--- config.mk ---
export PLATFORM = sky130hd
export DESIGN_NAME = icache_dm
export DESIGN_NICKNAME = d
export VERILOG_FILES = /design/src/rtl/icache_dm.sv
export SDC_FILE = /design/constraint.sdc
export NUM_CORES = 1
export LEC_CHECK = 0
export ABC_AREA = 1
export ABC_CLOCK_PERIOD_IN_PS = 7150
export CAP_MARGIN = 0
export CELL_PAD_IN_SITES_DETAIL_PLACEMENT = 0
export CELL_PAD_IN_SITES_GLOBAL_PLACEMENT = 2
export CORE_MARGIN = 2
export CORE_UTILIZATION = 40
export DETAILED_ROUTE_END_ITERATION = 12
export HOLD_SLACK_MARGIN = 0.08
export PLACE_DENSITY_LB_ADDON = 0.1
export SYNTH_ARGS = -nofsm -noshare
export SYNTH_HDL_FRONTEND = slang
export SYNTH_SLANG_ARGS = --single-unit
--- constraint.sdc ---
create_clock -name CLK -period 7.15 [get_ports CLK]
set_input_delay 0.715 -clock CLK [delete_from_list [all_inputs] [get_ports CLK]]
set_output_delay 0.715 -clock CLK [all_outputs]
set_load 0.005 [all_outputs]
--- src/rtl/icache_dm.sv ---
// Direct-mapped, read-only instruction cache: one 32-bit word per line,
// single-word miss fill from memory over an iREN/iwait handshake.
module icache_dm #(
  parameter int SETS = 16
) (
  input  logic        CLK,
  input  logic        nRST,
  input  logic        imemREN,
  input  logic [31:0] imemaddr,
  output logic        ihit,
  output logic [31:0] imemload,
  output logic        iREN,
  output logic [31:0] iaddr,
  input  logic        iwait,
  input  logic [31:0] iload
);

  localparam int IDX_W = $clog2(SETS);
  localparam int TAG_W = 30 - IDX_W;

  localparam logic ST_IDLE  = 1'b0;
  localparam logic ST_FETCH = 1'b1;

  logic              state;
  logic [31:0]       miss_addr;
  logic [SETS-1:0]   valid;
  logic [TAG_W-1:0]  tag_arr  [SETS];
  logic [31:0]       data_arr [SETS];

  logic [IDX_W-1:0]  req_idx;
  logic [TAG_W-1:0]  req_tag;
  logic [IDX_W-1:0]  fill_idx;
  logic [TAG_W-1:0]  fill_tag;
  logic              hit;
  logic              fill_done;

  assign req_idx   = imemaddr[IDX_W+1:2];
  assign req_tag   = imemaddr[31:IDX_W+2];
  assign fill_idx  = miss_addr[IDX_W+1:2];
  assign fill_tag  = miss_addr[31:IDX_W+2];

  // Lookup is only honoured in IDLE, so a line being filled is never forwarded.
  assign hit       = imemREN && (state == ST_IDLE) && valid[req_idx] &&
                     (tag_arr[req_idx] == req_tag);
  assign fill_done = (state == ST_FETCH) && !iwait;

  assign ihit      = hit;
  assign imemload  = hit ? data_arr[req_idx] : 32'h0;
  assign iREN      = (state == ST_FETCH);
  assign iaddr     = (state == ST_FETCH) ? miss_addr : 32'h0;

  always_ff @(posedge CLK) begin
    if (!nRST) begin
      state     <= ST_IDLE;
      miss_addr <= 32'h0;
      valid     <= '0;
    end else begin
      case (state)
        ST_IDLE: begin
          if (imemREN && !hit) begin
            miss_addr <= imemaddr & ~32'h3;
            state     <= ST_FETCH;
          end
        end
        ST_FETCH: begin
          if (!iwait) begin
            valid[fill_idx] <= 1'b1;
            state           <= ST_IDLE;
          end
        end
        default: state <= ST_IDLE;
      endcase
    end
  end

  // Tag and data storage carry no reset; a reset edge suppresses the fill.
  always_ff @(posedge CLK) begin
    if (nRST && fill_done) begin
      tag_arr[fill_idx]  <= fill_tag;
      data_arr[fill_idx] <= iload;
    end
  end

endmodule

==> qor.yml, run 1 <==
outcome:
  status: "complete, no violations"
synth:
  synth.avg_cell_area_um2: 11.7
  instance_count_of_the_mapped_netlist: 3401
  main_combinational_cell_family_by_area_after_synthesis: "simple AND/OR/NAND/NOR gates"
  synth_compound_gate_area_share_pct: 8.66
  number_of_flops_mapped_to_enable_cells_by_yosys: 928
  yosys.cell_count.top_type: "sky130_fd_sc_hd__edfxtp_1"
  cell_area_after_technology_mapping_mm2: 0.0399
  asyncSetResetFlopFracSynth_pct: 0
  post_synth_most_frequent_cells: "928 x sky130_fd_sc_hd__edfxtp_1, 890 x sky130_fd_sc_hd__nand2_1, 298 x sky130_fd_sc_hd__nand3_1"
  synth_top_area_share_pct: 69.8
  yosys_most_used_dff: "sky130_fd_sc_hd__edfxtp_1"
  synth_xor_area_share_pct: 0
  synthesis.yosys.warnings: 0
  synth.yosys.seq_area_share_pct: 72.2
  multiplexer_share_of_the_synthesized_area_pct: 0
  yosys.area_share.adder_pct: 0
  synthSimpleGateAreaFrac_pct: 14.6
  yosys_register_bits: 975
  synth_top_cell_by_area: "sky130_fd_sc_hd__edfxtp_1"
  synth_cell_types: 30
  top_cells_by_area_synth: "sky130_fd_sc_hd__edfxtp_1 70%, sky130_fd_sc_hd__nand2_1 8.4%, sky130_fd_sc_hd__nand3_1 3.7%, sky130_fd_sc_hd__a21oi_1 3.5%, sky130_fd_sc_hd__dfxtp_1 2.4%"
global_route:
  globalRoute.totalOverflow: 0
  groute.layer.met1.usage_pct: 31.2
  grtUsageTotal_pct: 22.8
  busiest_layer: "met2"
  met3_usage_pct: 3.37
  grt_pass1_wl_mm: 172
  grt_max_degree: 158
  grt_antenna_before_repair: 5
  via_count_of_the_first_global_routing_pass: 26000
  grt.met2_usage_pct: 37.7
cts:
  cts.reportedPaths.clkPinSlew_ns: 0.06
  cts_tree: "done"
  clock_sinks: 975
  cts_hold_buf: 0
  cts_buffers: 106
  clock_insertion_delay_worst_skew_ns: 0.69
  clk_path_buf_depth: 3
  postCtsSetupBuffers: 0
  cts_resized: 0
  clk_root_buffer_cell: "sky130_fd_sc_hd__clkbuf_16"
  ctsHtreeMaxLevel: 3
die:
  die_area_mm2: 0.102
  cell_row_count: 115
  initial_utilization_pct: 40.4
  die_width_um: 320
  io_pins: 134
  core_region_area_mm2: 0.0987
  die_height_um: 320
hold_path:
  hold_path_startpoint: "valid[12]"
  worstHoldPathType: "flip-flop to flip-flop"
  whs_endpoint: "valid[12]"
  holdPathStages: 2
worst_setup_path:
  regToRegStartpoint: "iREN"
  r2r-end: "tag_arr[7][7]"
  crit_path_launch_type: "input port"
  cp.required_ns: 6.43
  timing.critical_path.mode_cell: "sky130_fd_sc_hd__buf_4"
  crit_path_max_incr_delay_ns: 0.89
  critical_path.cell_chain: "buf_6 -> inv_8 -> buf_4 -> buf_4 -> a21oi_1 -> a221oi_1 -> a311o_1 -> o31ai_1 -> nor3_1 -> clkdlybuf4s50_1"
  critical_path_arrival_ns: 5.05
  critical-path-slowest-cell: "sky130_fd_sc_hd__buf_4"
  worst_r2r_path_depth: 6
  crit_path_end_kind: "output port"
  timing.critical_path.fanout_max: 117
  worst-setup-path-type: "input port to output port"
  worst-r2r-setup-slack_ns: 3.55
routing:
  antenna_violating_nets_post_route: 0
  drt-total-wl_mm: 118
  viasPerCell: 5.45
  vias: 26500
  total_iterations_of_the_first_detailed_routing_run: 5
  remaining_drc_errors: 0
  drt_iter0_markers: 2108
  route.detailed.wl_per_inst_um: 24.3
sta:
  number_of_hold_violations_in_the_final_report: 0
  layout_worst_path_cycle_share_pct: 80.7
  finalSetupTns_ns: 0
  worstMarginPinSlew_ns: 1.18
  fin_worst_skew_ns: 0.0219
  final.min_clock_period_ns: 5.77
  rsz0062_at_grt: "false"
  timing.final.max_slew_violations: 0
  max-slew-margin-rel_pct: 21.5
  setup_viol: 0
  clock.fmax_mhz: 173
  hold_slack_ns: 0.450
cells_and_area:
  flow.area_growth_from_synthesis_pct: 14.7
  multiInputGateArea_mm2: 0.00941
  fin_nets: 3547
  fillers: 8859
  area.sequential_mm2: 0.0288
  share_of_layout_cells_above_drive_strength_1_pct: 7.04
place:
  place.gp.congestion: 0.755
  detailedPlacementHpwl_mm: 60.5
  buffer_ports.inserted: 129
run:
  timing.max_cap.violations: 0
power_and_ir_drop:
  pwr_density_cell_mw_per_mm2: 266
  p_leak_nw: 16.5
  ir_drop_mv: 0.209
-- kinds of logic after synthesis --
| group | count (synthesis) |
|---|---|
| and+or+nand+nor | 1416 |
| DFF | 975 |
| AOI/OAI and AO/OA | 560 |
| buffers and inverters | 449 |
| other | 1 |
-- metal layers --
layer | routed length [um] | vias to the layer above
met5 | 35 | -
li1 | - | 12200
met2 | 55800 | 692
met4 | 3500 | 6
met1 | 53000 | 13300
met3 | 5550 | 207
-- area by class of cell --
type,count,area share [%]
Timing Repair Buffer,192,4.11
Antenna cell,2,0.0109
Sequential cell,975,62.9
Tap cell,1287,3.52
Inverter,226,1.90
Clock inverter,52,0.798
Multi-Input combinational cell,1978,20.5
Clock buffer,142,6.24
-- worst max-delay path, delay by kind of cell --
family	cells	cell delay, ns
and+or+nand+nor	1	0.26
buffers and inverters	5	3.17
AOI/OAI and AO/OA	4	0.73
-- per-stage QoR --
stage | std cells | worst slack [ns] | cell area, um2 | power, W | utilization (%)
4_1_cts | 4852 | 1.30 | 45800 | 0.0123 | 46.4
6_report | 4854 | 1.38 | 45800 | 0.0122 | 46.4
3_5_place_dp | 4658 | 1.31 | 42600 | 0.00722 | 43.1
2_1_floorplan | 3402 | 3.06 | 39900 | 0.00689 | -
3_3_place_gp | 4658 | 1.35 | 42600 | 0.00720 | 43.1
5_1_grt | 4853 | 1.10 | 45800 | 0.0126 | 46.4
-- worst max-delay path by stage --
| stage | start | end | slack [ns] | cells past startpoint |
|---|---|---|---|---|
| floorplan | nRST | data_arr[0][0] | 3.06 | 4 |
| global placement | imemaddr[3] | imemload[10] | 1.35 | 11 |
| detailed placement | imemaddr[3] | imemload[10] | 1.31 | 11 |
| CTS | imemaddr[3] | imemload[10] | 1.30 | 11 |
| global route | imemaddr[3] | imemload[10] | 1.10 | 11 |
| finish | imemaddr[3] | imemload[20] | 1.38 | 10 |
-- placed cells by master, fill, tap and decap left out, types with 2 or more instances in the layout --
master and n:
sky130_fd_sc_hd__clkinv_1 19, sky130_fd_sc_hd__nand4_1 7, sky130_fd_sc_hd__clkbuf_1 30, sky130_fd_sc_hd__inv_1 220, sky130_fd_sc_hd__o211ai_1 22, sky130_fd_sc_hd__clkinvlp_4 4
sky130_fd_sc_hd__a221oi_1 106, sky130_fd_sc_hd__dfxtp_1 46, sky130_fd_sc_hd__buf_12 10, sky130_fd_sc_hd__nor3_1 24, sky130_fd_sc_hd__o21ai_1 16, sky130_fd_sc_hd__clkbuf_8 5
sky130_fd_sc_hd__buf_2 2, sky130_fd_sc_hd__o21ai_0 71, sky130_fd_sc_hd__o22ai_1 8, sky130_fd_sc_hd__a311o_1 22, sky130_fd_sc_hd__inv_6 4, sky130_fd_sc_hd__inv_16 2
sky130_fd_sc_hd__clkdlybuf4s50_1 124, sky130_fd_sc_hd__nor2_1 167, sky130_fd_sc_hd__a21oi_1 283, sky130_fd_sc_hd__diode_2 2, sky130_fd_sc_hd__clkbuf_16 107, sky130_fd_sc_hd__conb_1 2
sky130_fd_sc_hd__buf_4 54, sky130_fd_sc_hd__inv_8 2, sky130_fd_sc_hd__nor3_2 9, sky130_fd_sc_hd__clkinv_2 23, sky130_fd_sc_hd__bufinv_16 3, sky130_fd_sc_hd__nand2_2 2
sky130_fd_sc_hd__nand2_1 889, sky130_fd_sc_hd__nand3_1 298, sky130_fd_sc_hd__o31ai_1 31, sky130_fd_sc_hd__edfxtp_1 928, sky130_fd_sc_hd__nor2_4 17
-- flip-flops by register name (all words and copies together), names as in the netlist --
signal,cells
data_arr,512
tag_arr,416
miss_addr,30
valid,16
iREN,1
-- where the power goes --
group	leakage (nW)	total [W]	internal, W	switching (W)
Combinational	6.05	0.000724	0.000216	0.000508
Clock	1.58	0.00511	0.00291	0.00220
Sequential	8.88	0.00636	0.00630	0.0000610
Note: power is estimated with default switching activity, not from simulation.
==> inputs of run 2 (changes only) <==
--- a/config.mk
+++ b/config.mk
@@ -6,12 +6,12 @@
 export NUM_CORES = 1
 export LEC_CHECK = 0
 export ABC_AREA = 1
-export ABC_CLOCK_PERIOD_IN_PS = 7150
+export ABC_CLOCK_PERIOD_IN_PS = 4800
 export CAP_MARGIN = 0
 export CELL_PAD_IN_SITES_DETAIL_PLACEMENT = 0
 export CELL_PAD_IN_SITES_GLOBAL_PLACEMENT = 2
 export CORE_MARGIN = 2
-export CORE_UTILIZATION = 40
+export CORE_UTILIZATION = 38
 export DETAILED_ROUTE_END_ITERATION = 12
 export HOLD_SLACK_MARGIN = 0.08
 export PLACE_DENSITY_LB_ADDON = 0.1
==> constraint.sdc (replaced) <==
create_clock -name CLK -period 4.8 [get_ports CLK]
set_input_delay 0.48 -clock CLK [delete_from_list [all_inputs] [get_ports CLK]]
set_output_delay 0.48 -clock CLK [all_outputs]
set_load 0.005 [all_outputs]
==> run 2 against run 1 <==
  * Die area increased by 5.2%
  * Core utilization decreased by 1.8 points
  * Clock power increased by 54%
  * Routed wire length increased by 1.7%
  * Via count increased by 0.36%
  * Setup slack got worse by 0.87 ns
  * Non-clock buffer count increased by 24
==> qor.yml, run 2 (synthesis gave the netlist of run 1 again) <==
outcome:
  status: "complete, no violations"
worst_setup_path:
  crit_path_end_kind: "output port"
  crit_path_launch_type: "input port"
  cp.required_ns: 4.32
  critical_path_arrival_ns: 3.81
  timing.critical_path.fanout_max: 51
  worst-setup-path-type: "input port to output port"
cts:
  cts_tree: "done"
  cts_buffers: 106
  clock_insertion_delay_worst_skew_ns: 0.69
  cts_hold_buf: 0
  ctsHtreeMaxLevel: 3
  clk_root_buffer_cell: "sky130_fd_sc_hd__clkbuf_16"
  clock_sinks: 975
  cts_resized: 0
  postCtsSetupBuffers: 0
  cts.reportedPaths.clkPinSlew_ns: 0.06
  clk_path_buf_depth: 3
sta:
  worst_slack_ns: 0.515
  layout_worst_path_cycle_share_pct: 89.3
  max-slew-margin-rel_pct: 25.6
  clock.fmax_mhz: 233
  timing.final.max_slew_violations: 0
  fin_worst_skew_ns: 0.0297
  rsz0062_at_grt: "false"
  setup_viol: 0
  worstMarginPinSlew_ns: 1.12
  number_of_hold_violations_in_the_final_report: 0
  final.min_clock_period_ns: 4.29
  finalSetupTns_ns: 0
place:
  cell_area_after_placement_mm2: 0.0430
  detailedPlacementHpwl_mm: 62.4
  place.gp.congestion: 0.761
  buffer_ports.inserted: 129
  preCtsSetupSlack_ns: 0.465
routing:
  drt_iter0_markers: 2240
  vias: 26600
  viasPerCell: 5.34
  drt-total-wl_mm: 120
  antenna_violating_nets_post_route: 0
  remaining_drc_errors: 0
  route.detailed.wl_per_inst_um: 24.1
  total_iterations_of_the_first_detailed_routing_run: 6
die:
  die_width_um: 328
  core_region_area_mm2: 0.104
  io_pins: 134
  initial_utilization_pct: 38.5
  die_height_um: 328
  die_area_mm2: 0.108
  cell_row_count: 118
cells_and_area:
  top_regs: "data_arr: 512 flops, tag_arr: 416 flops, miss_addr: 30 flops"
  largest_reg_flops: 512
  number_of_antenna_diodes: 0
  final_design_area_no_fill_mm2: 0.0463
  highest_count_cells_in_the_layout_ignoring_fill_and_taps: "928 x sky130_fd_sc_hd__edfxtp_1, 889 x sky130_fd_sc_hd__nand2_1, 298 x sky130_fd_sc_hd__nand3_1"
  fin_nets: 3571
  flow.area_growth_from_synthesis_pct: 16.0
  regMostFlops: "data_arr"
  layout_commonest_cell: "sky130_fd_sc_hd__edfxtp_1"
  share_of_layout_cells_above_drive_strength_1_pct: 7.43
  final_core_utilization_pct: 44.6
global_route:
  globalRoute.totalOverflow: 0
  grt_max_degree: 137
  grtUsageTotal_pct: 22.1
  via_count_of_the_first_global_routing_pass: 25900
  grt_antenna_before_repair: 2
  grt_pass1_wl_mm: 174
power_and_ir_drop:
  pwr_density_cell_mw_per_mm2: 398
  p_leak_nw: 16.7
  ir_drop_mv: 0.263
run:
  timing.max_cap.violations: 0
hold_path:
  worstHoldPathType: "flip-flop to flip-flop"
run 2: cell types whose count changed in the layout (fill, tap and decap cells not counted), sizes merged:
cell,before,now
buf,68,92
bufinv,3,8
clkinv,42,47
clkinvlp,4,0
inv,229,226
diode,2,0
clkbuf,142,143
run 2: worst paths after layout:
kind                             startpoint       endpoint  slack, ns  cells after the start
worst min register to register     valid[6]       valid[6]       0.45                      2
worst min-delay path               valid[6]       valid[6]       0.45                      2
worst max register to register         iREN  miss_addr[31]       1.88                     10
worst max-delay path            imemaddr[3]   imemload[18]       0.51                     15
run 2: per-stage QoR:
stage / hold WS, ns / power (W) / instances
after floorplan: 0.420 / 0.0103 / 3402
after global placement: 0.430 / 0.0107 / 4775
after detailed placement: 0.437 / 0.0108 / 4775
after CTS: 0.451 / 0.0187 / 4973
after global routing: 0.475 / 0.0191 / 4973
final: 0.450 / 0.0185 / 4973
run 2: worst max-delay path: stages:
cell and delay [ns]:
sky130_fd_sc_hd__buf_6 0.16, sky130_fd_sc_hd__inv_8 0.37, sky130_fd_sc_hd__buf_12 0.25, sky130_fd_sc_hd__nor2_1 0.06
sky130_fd_sc_hd__o21ai_0 0.09, sky130_fd_sc_hd__nand3_1 0.10, sky130_fd_sc_hd__nand3_1 0.15, sky130_fd_sc_hd__nand2_1 0.07
sky130_fd_sc_hd__nand2_1 0.21, sky130_fd_sc_hd__nand4_1 0.13, sky130_fd_sc_hd__nor2_1 0.23, sky130_fd_sc_hd__nand4_4 0.18
sky130_fd_sc_hd__buf_12 0.23, sky130_fd_sc_hd__nor3_1 0.38, sky130_fd_sc_hd__clkdlybuf4s50_1 0.59
run 2: power by group:
part	internal, W	switching, W
combinational	0.000333	0.000766
clock	0.00460	0.00328
sequential	0.00939	0.0000909
run 2: per-layer routing:
metal / vias up / wire length [um] / track usage [%]
met4: 2 / 2070 / 5.26
met2: 732 / 56900 / 36.4
met3: 139 / 6400 / 3.27
met5: - / 16 / 0
met1: 13400 / 54400 / 30.9
li1: 12300 / - / -
run 2: final cells by class:
type | count | area (um2)
Clock buffer | 143 | 2870
Sequential cell | 975 | 28800
Fill cell | 9442 | 57500
Tap cell | 1380 | 1730
Inverter | 226 | 871
Clock inverter | 55 | 484
Multi-Input combinational cell | 1978 | 9420
Timing Repair Buffer | 216 | 2150
